File: src/rtl/bcd_converter_if.sv
// Handshake and result bus between the score logic, the binary-to-BCD
// converter and the seven-segment digit multiplexer.
interface bcd_converter_if #(
  parameter int W      = 16,
  parameter int DIGITS = 5
);
  logic                  start;
  logic [W-1:0]          binary_in;
  logic [4*DIGITS-1:0]   bcd;
  logic [DIGITS-1:0]     blank;
  logic                  neg;
  logic                  overflow;
  logic                  busy;
  logic                  done;

  modport master (
    output start, binary_in,
    input  bcd, blank, neg, overflow, busy, done
  );

  modport slave (
    input  start, binary_in,
    output bcd, blank, neg, overflow, busy, done
  );
endinterface

File: src/rtl/bcd_converter.sv
// Sequential double-dabble binary-to-BCD converter, one bit per cycle, with
// optional two's-complement input, overflow detection and leading-zero blanking.
module bcd_converter #(
  parameter int W      = 16,
  parameter int DIGITS = 5,
  parameter bit SIGNED = 1'b0
) (
  input  logic           clk,
  input  logic           reset,
  bcd_converter_if.slave bus
);
  localparam int BCD_W = 4 * DIGITS;
  localparam int CNT_W = $clog2(W);
  localparam logic [DIGITS-1:0] BLANK_RST = ~(DIGITS'(1));

  typedef enum logic {IDLE, SHIFT} state_t;

  state_t             state, state_nxt;
  logic               load, finish;
  logic [CNT_W-1:0]   cnt;
  logic [W-1:0]       op_q;
  logic [BCD_W-1:0]   scratch_q;
  logic               ovf_q, sign_q, nz_q;

  logic [W-1:0]       mag;
  logic               sign_in;
  logic [BCD_W-1:0]   adj, scratch_nxt;
  logic               ovf_nxt;
  logic [DIGITS-1:0]  blank_nxt;
  logic               run_zero;

  logic [BCD_W-1:0]   bcd_r;
  logic [DIGITS-1:0]  blank_r;
  logic               neg_r, ovf_r, done_r;

  function automatic logic [3:0] dabble(input logic [3:0] d);
    return (d >= 4'd5) ? d + 4'd3 : d;
  endfunction

  // Most negative input maps to 2^(W-1), which still fits W unsigned bits.
  function automatic logic [W-1:0] magnitude(input logic signed [W-1:0] v);
    logic signed [W-1:0] n;
    n = -v;
    return v[W-1] ? $unsigned(n) : $unsigned(v);
  endfunction

  assign sign_in = SIGNED && bus.binary_in[W-1];
  assign mag     = SIGNED ? magnitude(bus.binary_in) : bus.binary_in;

  always_comb begin
    state_nxt = state;
    load      = 1'b0;
    finish    = 1'b0;
    case (state)
      IDLE: begin
        if (bus.start) begin
          load      = 1'b1;
          state_nxt = SHIFT;
        end
      end
      SHIFT: begin
        if (cnt == '0) begin
          finish    = 1'b1;
          state_nxt = IDLE;
        end
      end
      default: state_nxt = IDLE;
    endcase
  end

  always_comb begin
    adj = '0;
    for (int i = 0; i < DIGITS; i++) begin
      adj[4*i +: 4] = dabble(scratch_q[4*i +: 4]);
    end
    scratch_nxt = {adj[BCD_W-2:0], op_q[W-1]};
    // A bit leaving the top digit means the value no longer fits.
    ovf_nxt     = ovf_q | adj[BCD_W-1];

    blank_nxt = '0;
    run_zero  = 1'b1;
    for (int i = DIGITS - 1; i >= 1; i--) begin
      run_zero     = run_zero & (scratch_nxt[4*i +: 4] == 4'd0);
      blank_nxt[i] = run_zero;
    end
    if (ovf_nxt) begin
      blank_nxt = '0;
    end
  end

  // Operand/scratch datapath: loaded on accept, shifted each SHIFT cycle
  always_ff @(posedge clk) begin
    if (load) begin
      op_q      <= mag;
      scratch_q <= '0;
      ovf_q     <= 1'b0;
      sign_q    <= sign_in;
      nz_q      <= |mag;
      cnt       <= CNT_W'(W - 1);
    end else if (state == SHIFT) begin
      op_q      <= op_q << 1;
      scratch_q <= scratch_nxt;
      ovf_q     <= ovf_nxt;
      cnt       <= cnt - 1'b1;
    end
  end

  // Control and result registers; results only change on completion
  always_ff @(posedge clk) begin
    if (reset) begin
      state   <= IDLE;
      done_r  <= 1'b0;
      bcd_r   <= '0;
      blank_r <= BLANK_RST;
      neg_r   <= 1'b0;
      ovf_r   <= 1'b0;
    end else begin
      state  <= state_nxt;
      done_r <= finish;
      if (finish) begin
        bcd_r   <= scratch_nxt;
        blank_r <= blank_nxt;
        neg_r   <= sign_q & nz_q;
        ovf_r   <= ovf_nxt;
      end
    end
  end

  assign bus.bcd      = bcd_r;
  assign bus.blank    = blank_r;
  assign bus.neg      = neg_r;
  assign bus.overflow = ovf_r;
  assign bus.busy     = (state == SHIFT);
  assign bus.done     = done_r;
endmodule

File: src/flat_wrapper.sv
// flat-port wrapper written by rule: the top's interface ports become plain ports
module bcd_converter_flat 
#(
  parameter int W      = 16,
  parameter int DIGITS = 5,
  parameter bit SIGNED = 1'b0
)
  (clk, reset, bus_start, bus_binary_in, bus_bcd, bus_blank, bus_neg, bus_overflow, bus_busy, bus_done);
  bcd_converter_if #(.W(W), .DIGITS(DIGITS)) bus_i ();
  input  logic clk;
  input  logic reset;
  input wire logic [$bits(bus_i.start)-1:0] bus_start;
  input wire logic [$bits(bus_i.binary_in)-1:0] bus_binary_in;
  output wire logic [$bits(bus_i.bcd)-1:0] bus_bcd;
  output wire logic [$bits(bus_i.blank)-1:0] bus_blank;
  output wire logic [$bits(bus_i.neg)-1:0] bus_neg;
  output wire logic [$bits(bus_i.overflow)-1:0] bus_overflow;
  output wire logic [$bits(bus_i.busy)-1:0] bus_busy;
  output wire logic [$bits(bus_i.done)-1:0] bus_done;
  assign bus_i.start = bus_start;
  assign bus_i.binary_in = bus_binary_in;
  assign bus_bcd = bus_i.bcd;
  assign bus_blank = bus_i.blank;
  assign bus_neg = bus_i.neg;
  assign bus_overflow = bus_i.overflow;
  assign bus_busy = bus_i.busy;
  assign bus_done = bus_i.done;
  bcd_converter #(.W(W), .DIGITS(DIGITS), .SIGNED(SIGNED)) u_core (.clk(clk), .reset(reset), .bus(bus_i));
endmodule
File: config.mk
export PLATFORM = sky130hd
export DESIGN_NAME = bcd_converter_flat
export DESIGN_NICKNAME = d
export VERILOG_FILES = /design/src/rtl/bcd_converter_if.sv /design/src/rtl/bcd_converter.sv /design/src/flat_wrapper.sv
export SDC_FILE = /design/constraint.sdc
export NUM_CORES = 1
export LEC_CHECK = 0
export ABC_AREA = 1
export BUFFER_PORTS_ARGS = -buffer_cell sky130_fd_sc_hd__buf_4
export CAP_MARGIN = 30
export CORE_MARGIN = 2
export CORE_UTILIZATION = 55
export CTS_CLUSTER_DIAMETER = 50
export DETAILED_ROUTE_END_ITERATION = 8
export HOLD_SLACK_MARGIN = 0.05
export MAX_ROUTING_LAYER = met4
export PLACE_DENSITY = 0.84
export SYNTH_ARGS = -nofsm -noshare
export SYNTH_HDL_FRONTEND = slang
export SYNTH_SLANG_ARGS = --single-unit
File: constraint.sdc
create_clock -name clk -period 3.5 [get_ports clk]
set_clock_uncertainty 0.15 [all_clocks]
set_input_delay 0.175 -clock clk [delete_from_list [all_inputs] [get_ports clk]]
set_output_delay 0.175 -clock clk [all_outputs]
set_load 0.01 [all_outputs]
==> results of run 1 <==
logic make-up (layout without fill, tap and decap cells):
kind of cell / Yosys count / count (layout) / share of synthesized area [%]
AOI/OAI and AO/OA: 81 / 81 / 14.7
DFF: 68 / 68 / 50.4
adders and majority gates: 12 / 12 / 4.97
and+or+nand+nor: 147 / 147 / 20.9
buffers and inverters: 63 / 130 / 8.74
xor gates and xnor gates: 1 / 1 / 0.290
other: 1 / 2 / 0.124
per-layer routing:
metal	routed length (um)	vias up	track usage, %
li1	-	1351	-
met4	254	0	13.5
met3	388	25	4.71
met1	3110	1267	32.3
met5	0	-	-
met2	3520	95	43.0
critical path, cell delays in order, from the launching register on:
cell and delay (ps):
sky130_fd_sc_hd__dfxtp_1 330, sky130_fd_sc_hd__inv_1 80, sky130_fd_sc_hd__ha_1 200, sky130_fd_sc_hd__nand2_4 60, sky130_fd_sc_hd__nor3_4 370, sky130_fd_sc_hd__inv_1 320, sky130_fd_sc_hd__nor2_2 200, sky130_fd_sc_hd__inv_1 120
sky130_fd_sc_hd__o21ai_0 270
path summary, 6_finish.rpt:
check,endpoint,cells past startpoint
setup / recovery,u_core.bus.bcd[14],8
hold / removal,u_core.bus.bcd[3],2
setup reg to reg,u_core.bus.bcd[14],8
hold reg to reg,u_core.bus.bcd[3],2
synth_stat cells (all sizes together) (2+ instances only):
cell    instances
nand2          97
dfxtp          52
inv            48
o21ai          35
a21oi          23
nand3          22
nor2           20
o22ai          19
edfxtp         16
ha             12
buf             9
clkbuf          6
nand4           3
and2            2
nor3            2
power by group:
part / switching [mW] / leakage (nW) / internal, mW
Sequential: 0.0308 / 0.586 / 0.858
Clock: 0.313 / 0.125 / 0.464
Combinational: 0.135 / 1.03 / 0.0846
Total: 0.478 / 1.74 / 1.41
sequential cells by signal, indices dropped and copies added, names as in the netlist:
signal	flops
u_core.cnt	4
u_core.bus.busy	1
u_core.bus.overflow	1
u_core.bus.done	1
u_core.bus.bcd	20
u_core.bus.blank	4
u_core.op_q	16
u_core.ovf_q	1
u_core.scratch_q	20
metrics by stage:
stage	utilization (%)	std cells	hold WS [ps]	area (um2)	worst slack (ps)
6_report	73.2	511	335	3810	1290
5_1_grt	73.2	511	357	3810	1070
4_1_cts	73.2	511	333	3810	1360
3_5_place_dp	65.1	477	270	3390	1410
3_3_place_gp	65.1	477	274	3390	1550
2_1_floorplan	-	374	104	3030	1650
final cells by class:
type / instances / area (um2) / area share, %
tap: 70 / 87.6 / 2.30
multi-input combinational: 243 / 1240 / 32.5
sequential: 68 / 1520 / 39.9
clock inverter: 5 / 80.1 / 2.10
inverter: 48 / 180 / 4.73
timing repair buffer: 66 / 541 / 14.2
clock buffer: 11 / 163 / 4.27
==> impl_summary.txt, run 1 <==
----------------------------------------------------
[Run status]
  Result of the run ... completed

[Timing]
  Share of the cycle needed by the critical path after routing ... between 60% and 70%
  Sum of negative setup slack ... 0 ps
  Slew @ Worst Pin ... 757 ps
  Maximum operating frequency ... ~450 MHz
  Unrepaired setup endpoints after global routing ... no
  Worst-case headroom to the max-slew limit ... 49.5%
  Total setup violations reported at the end of the flow ... 0
  Number of hold violations in the final report ... 0
  Minimum clock period after layout ... roughly 2200 ps
  Slew Limit Fails ... 0

[Route]
  Detailed-routing iteration count for the pre-antenna-repair pass ... 5
  Via count ... about 2700
  DRC violation count after routing ... 0
  Number of DRC markers in iteration 0 ... ~220
  Number of nets with antenna violations after routing ... 0
  Routed wire length per instance ... around 14 um
  Post-Route WL ... 7270 um
  Vias per cell ... 5.36

[Clock tree]
  Hold-fix buffer count after cts ... 18
  Latest clock arrival within the worst-skew pair ... roughly 350 ps
  CTS clock-pin slew for the worst setup and hold paths ... roughly 80 ps
  Number of setup buffers added after CTS ... 0
  Number of sinks driven by the clock tree ... 68
  CTS max path bufs ... 2
  CTS tree ... built
  Count of H-tree levels built during CTS ... 3
  CTS-repair resized insts ... 0
  Root Driver ... sky130_fd_sc_hd__clkbuf_8
  Number of buffers created by CTS ... 9

[Finish]
  Area added between synthesis and finish ... 26.2%
  Total inserted antenna cells ... 0
  Number of nets in the layout ... between 400 and 500
  Filler Cell Count ... approximately 380
  Most used cells in the layout excluding fill and tap cells ... sky130_fd_sc_hd__nand2_1 (95), sky130_fd_sc_hd__dfxtp_1 (52), sky130_fd_sc_hd__inv_1 (48), sky130_fd_sc_hd__buf_4 (48), sky130_fd_sc_hd__o21ai_0 (33)
  Commonest non-fill, non-tap cell in the layout ... sky130_fd_sc_hd__nand2_1
  Layout cells sized above 1 ... 16.1%

[Run]
  Maximum Capacitance Violations ... 0

[Yosys]
  EDFF count, synth ... 16
  Cell count after synthesis ... ~370
  Post-synthesis cell area ... just over 3000 um2
  Share of flip-flops with an asynchronous set or reset ... 0%
  Cell type with the largest total area after synthesis ... sky130_fd_sc_hd__dfxtp_1
  Top_reg_cell synth ... sky130_fd_sc_hd__dfxtp_1
  Syn avg cell area ... a little over 8 um2
  Part of the Yosys area used for sequential elements ... about half
  Netlist cell types ... 32
  Fraction of post-synthesis cell area in the top cell type by area ... 34.5%
  Number of storage elements in the synthesis netlist ... between 60 and 70
  Warnings from Yosys ... 0
  Leading post-synthesis cells by cell area ... sky130_fd_sc_hd__dfxtp_1 (34%), sky130_fd_sc_hd__edfxtp_1 (16%), sky130_fd_sc_hd__nand2_1 (12%)

[Min path]
  Hold Crit Start ... u_core.bus.bcd[3]
  Kind of path behind the tightest hold check ... register to register

[Floorplan]
  Initial core utilization ... 58.1%
  Total Die Area ... slightly above 6000 um2
  Die height ... a little under 80 um
  Number of top-level pins ... 48
  Core region area ... approximately 5200 um2
  Placement Rows ... 26
  Horizontal extent of the die ... 78.1 um

[Critical path]
  Worst reg2reg startpoint ... u_core.cnt[0]
  Critical path origin ... u_core.cnt[0]
  Register-to-register setup slack ... approximately 1300 ps
  Element type at the critical path end ... register
  Kind of start point of the critical path ... register
  Worst Path Required ... around 3600 ps
  Maximum net fanout on the critical path ... 13
  Critical Path AT ... 2310 ps
  Type of the worst setup path ... register to register

[Place]
  I/O Buffers ... 45
  Global placement routability congestion ... approximately 0.84
  Hpwl dp ... approximately 4700 um

[GRT]
  Largest net degree at the start of global routing ... 23
  Residual overflow from global routing ... 0
  Global-route wire length before repair ... 12400 um
  Number of global-route vias before repair ... 2633
  Number of antenna violations at the first check in global routing ... 0
  Total global routing track utilization ... a little over a quarter

[Power and ir drop]
  Pwr per Cell Area ... roughly 490 nW/um2
  Maximum ir drop on the vdd rail ... ~0.37 mV
  Leakage ... ~1.7 nW
  Total power ... roughly 1.9 mW

----------------------------------------------------
No activity file was read; power rests on OpenSTA's default activity.
==> run 2, diff against run 1 <==
==> constraint.sdc (replaced) <==
create_clock -name clk -period 2.2 [get_ports clk]
set_clock_uncertainty 0.15 [all_clocks]
set_input_delay 0.11 -clock clk [delete_from_list [all_inputs] [get_ports clk]]
set_output_delay 0.11 -clock clk [all_outputs]
set_load 0.01 [all_outputs]
==> run 2 against run 1 <==
  * Combinational power increased by 56%
  * Maximum frequency increased by 9.8%
  * Highest routed layer unchanged
  * Die area did not move
  * Critical endpoint is now u_core.bus.busy
  * Largest cell class unchanged
  * Sequential cell count unchanged
  * First-iteration DRC count down 23%
  * Register-to-register slack worse by 1100 ps
  * Non-clock buffer count rose by 2
  * Core utilization fell by 1.3 points
  * Critical path depth shrank 1
==> impl_summary.txt, run 2 (synthesis gave the netlist of run 1 again) <==
----------------------------------------------------
[GRT]
  Total global routing track utilization ... 23.9% (was 26.7%)
  Number of antenna violations at the first check in global routing ... 0 (unchanged)
  Number of global-route vias before repair ... 2619 (was 2633)
  Largest net degree at the start of global routing ... 29 (was 23)
  Residual overflow from global routing ... 0 (unchanged)
  Global-route wire length before repair ... 11200 um (was 12400 um)

[Route]
  Detailed-routing iteration count for the pre-antenna-repair pass ... 7 (was 5)
  Post-Route WL ... 6690 um (was 7270 um)
  Vias per cell ... 5.23 (was 5.36)
  DRC violation count after routing ... 0 (unchanged)
  Number of DRC markers in iteration 0 ... 167 (was 216)
  Via count ... 2678 (was 2738)
  Number of nets with antenna violations after routing ... 0 (unchanged)
  Routed wire length per instance ... 13.1 um (was 14.2 um)

[Critical path]
  Worst reg2reg startpoint ... u_core.cnt[1] (was u_core.cnt[0])
  Kind of start point of the critical path ... register (unchanged)
  Critical Path AT ... 2090 ps (was 2310 ps)
  Crit path max-delay family ... buffers and inverters (was simple AND/OR/NAND/NOR gates)
  Critical path origin ... u_core.cnt[1] (was u_core.cnt[0])
  Type of the worst setup path ... register to register (unchanged)
  Worst Path Required ... 2270 ps (was 3590 ps)
  Ordered list of cells on the worst path ... inv_1, ha_1, nand2_4, nor3_4, buf_4, nor3_1, dlygate4sd3_1 (was inv_1, ha_1, nand2_4, nor3_4, inv_1, nor2_2, inv_1, o21ai_0)
  Slowest cell on the critical path ... sky130_fd_sc_hd__dlygate4sd3_1 (was sky130_fd_sc_hd__nor3_4)
  Maximum net fanout on the critical path ... 28 (was 13)
  Number of buffers and inverters on the critical path ... 3 (unchanged)
  Element type at the critical path end ... register (unchanged)
  Crit-path max cell delay ... 550 ps (was 370 ps)

[Place]
  Global placement routability congestion ... 0.821 (was 0.836)
  Hpwl dp ... 4540 um (was 4660 um)
  I/O Buffers ... 45 (unchanged)
  Instance area at placement ... 3400 um2 (was 3390 um2)
  Number of placed cells counting well taps ... 478 (was 477)

[Finish]
  Number of nets in the layout ... 469 (was 467)
  Area added between synthesis and finish ... 23.9% (was 26.2%)
  Finished Cell Area ... 3740 um2 (was 3810 um2)
  Total inserted antenna cells ... 0 (unchanged)
  Commonest non-fill, non-tap cell in the layout ... sky130_fd_sc_hd__nand2_1 (unchanged)
  Layout cells sized above 1 ... 15.4% (was 16.1%)
  Most used cells in the layout excluding fill and tap cells ... sky130_fd_sc_hd__nand2_1 (95), sky130_fd_sc_hd__dfxtp_1 (52), sky130_fd_sc_hd__buf_4 (49) (was sky130_fd_sc_hd__nand2_1 (95), sky130_fd_sc_hd__dfxtp_1 (52), sky130_fd_sc_hd__inv_1 (48), sky130_fd_sc_hd__buf_4 (48), sky130_fd_sc_hd__o21ai_0 (33))
  Final instance count without filler cells ... 512 (was 511)
  Final Core Density ... 71.9% (was 73.2%)
  Filler Cell Count ... 401 (was 381)

[Timing]
  Total setup violations reported at the end of the flow ... 0 (unchanged)
  Slew @ Worst Pin ... 644 ps (was 757 ps)
  Sum of negative setup slack ... 0 ps (unchanged)
  Unrepaired setup endpoints after global routing ... no (unchanged)
  Post-route worst hold slack ... 326 ps (was 335 ps)
  Worst-case headroom to the max-slew limit ... 57.0% (was 49.5%)
  Minimum clock period after layout ... 2010 ps (was 2210 ps)
  Share of the cycle needed by the critical path after routing ... 91.6% (was 63.2%)
  Slew Limit Fails ... 0 (unchanged)
  Maximum operating frequency ... 496 MHz (was 452 MHz)
  Number of hold violations in the final report ... 0 (unchanged)

[Clock tree]
  CTS max path bufs ... 2 (unchanged)
  CTS tree ... built (unchanged)
  CTS clock-pin slew for the worst setup and hold paths ... 70 ps (was 80 ps)
  Root Driver ... sky130_fd_sc_hd__clkbuf_8 (unchanged)
  Count of H-tree levels built during CTS ... 3 (unchanged)
  Number of buffers created by CTS ... 9 (unchanged)
  Latest clock arrival within the worst-skew pair ... 330 ps (was 350 ps)
  Number of sinks driven by the clock tree ... 68 (unchanged)

[Floorplan]
  Number of top-level pins ... 48 (unchanged)
  Initial core utilization ... 58.1% (unchanged)
  Core region area ... 5200 um2 (unchanged)
  Horizontal extent of the die ... 78.1 um (unchanged)
  Placement Rows ... 26 (unchanged)
  Die height ... 78.1 um (unchanged)
  Total Die Area ... 6100 um2 (unchanged)

[Power and ir drop]
  Switching share of power ... 26.8% (was 25.4%)
  Leakage ... 1.70 nW (was 1.74 nW)
  Clock share of power ... 32.3% (was 41.2%)
  Sequential cell fraction of total power ... 54.5% (was 47.2%)
  Cell-internal power ... 1.90 mW (was 1.41 mW)
  P_sw ... 0.695 mW (was 0.478 mW)
  Relative contribution of combinational cells to total power ... 13.1% (was 11.6%)
  Maximum ir drop on the vdd rail ... 0.427 mV (was 0.367 mV)
  Pwr per Cell Area ... 694 nW/um2 (was 494 nW/um2)

[Run]
  Maximum Capacitance Violations ... 0 (unchanged)

[Run status]
  Result of the run ... completed (unchanged)

[Min path]
  Hold Crit Start ... u_core.ovf_q (was u_core.bus.bcd[3])
  Kind of path behind the tightest hold check ... register to register (unchanged)

----------------------------------------------------
run 2: timing repair:
item,CTS,global route
endpoints found under the setup margin,0,15
hold buffers,19,0
setup buffers,0,0
resized for setup,0,1
hold endpoints to repair,24,0
run 2: cell type report:
cell class | count | area (um2) | share of cell area, %
timing repair buffer | 68 | 558 | 14.9
sequential | 68 | 1520 | 40.7
clock buffer | 12 | 135 | 3.61
tap | 70 | 87.6 | 2.34
clock inverter | 3 | 15.0 | 0.401
multi-input combinational | 243 | 1240 | 33.3
inverter | 48 | 180 | 4.81
run 2: power by group through the flow:
stage	registers [mW]	logic, mW	clock network (mW)
floorplan	1.43	0.224	0
global placement	1.44	0.289	0
detailed placement	1.44	0.306	0
CTS	1.41	0.337	0.843
global route	1.42	0.388	0.903
finish	1.42	0.341	0.839
run 2: metrics by stage:
step           setup WS [ps]  total power, mW
2_1_floorplan            349             1.65
5_1_grt                 73.0             2.72
3_3_place_gp             218             1.73
6_report                 185             2.60
3_5_place_dp             165             1.75
4_1_cts                  143             2.59
run 2: worst min-delay path, cell delays in order (launching register included):
cell,delay [ps]
sky130_fd_sc_hd__dfxtp_1,300
sky130_fd_sc_hd__inv_1,60
sky130_fd_sc_hd__a211oi_1,70
run 2: final timing paths:
path	endpoint	slack, ps	cells after the start
max	u_core.bus.busy	190	7
min	u_core.ovf_q	330	2
max reg2reg	u_core.bus.busy	190	7
min reg2reg	u_core.ovf_q	330	2
run 2: layer usage:
metal / vias to the layer above / track usage, % / part of all wire (%)
met4: 0 / 8.95 / 1.2
met2: 55 / 39.9 / 49
met5: - / - / 0
met1: 1254 / 28.8 / 46
li1: 1359 / - / -
met3: 10 / 4.94 / 3.8
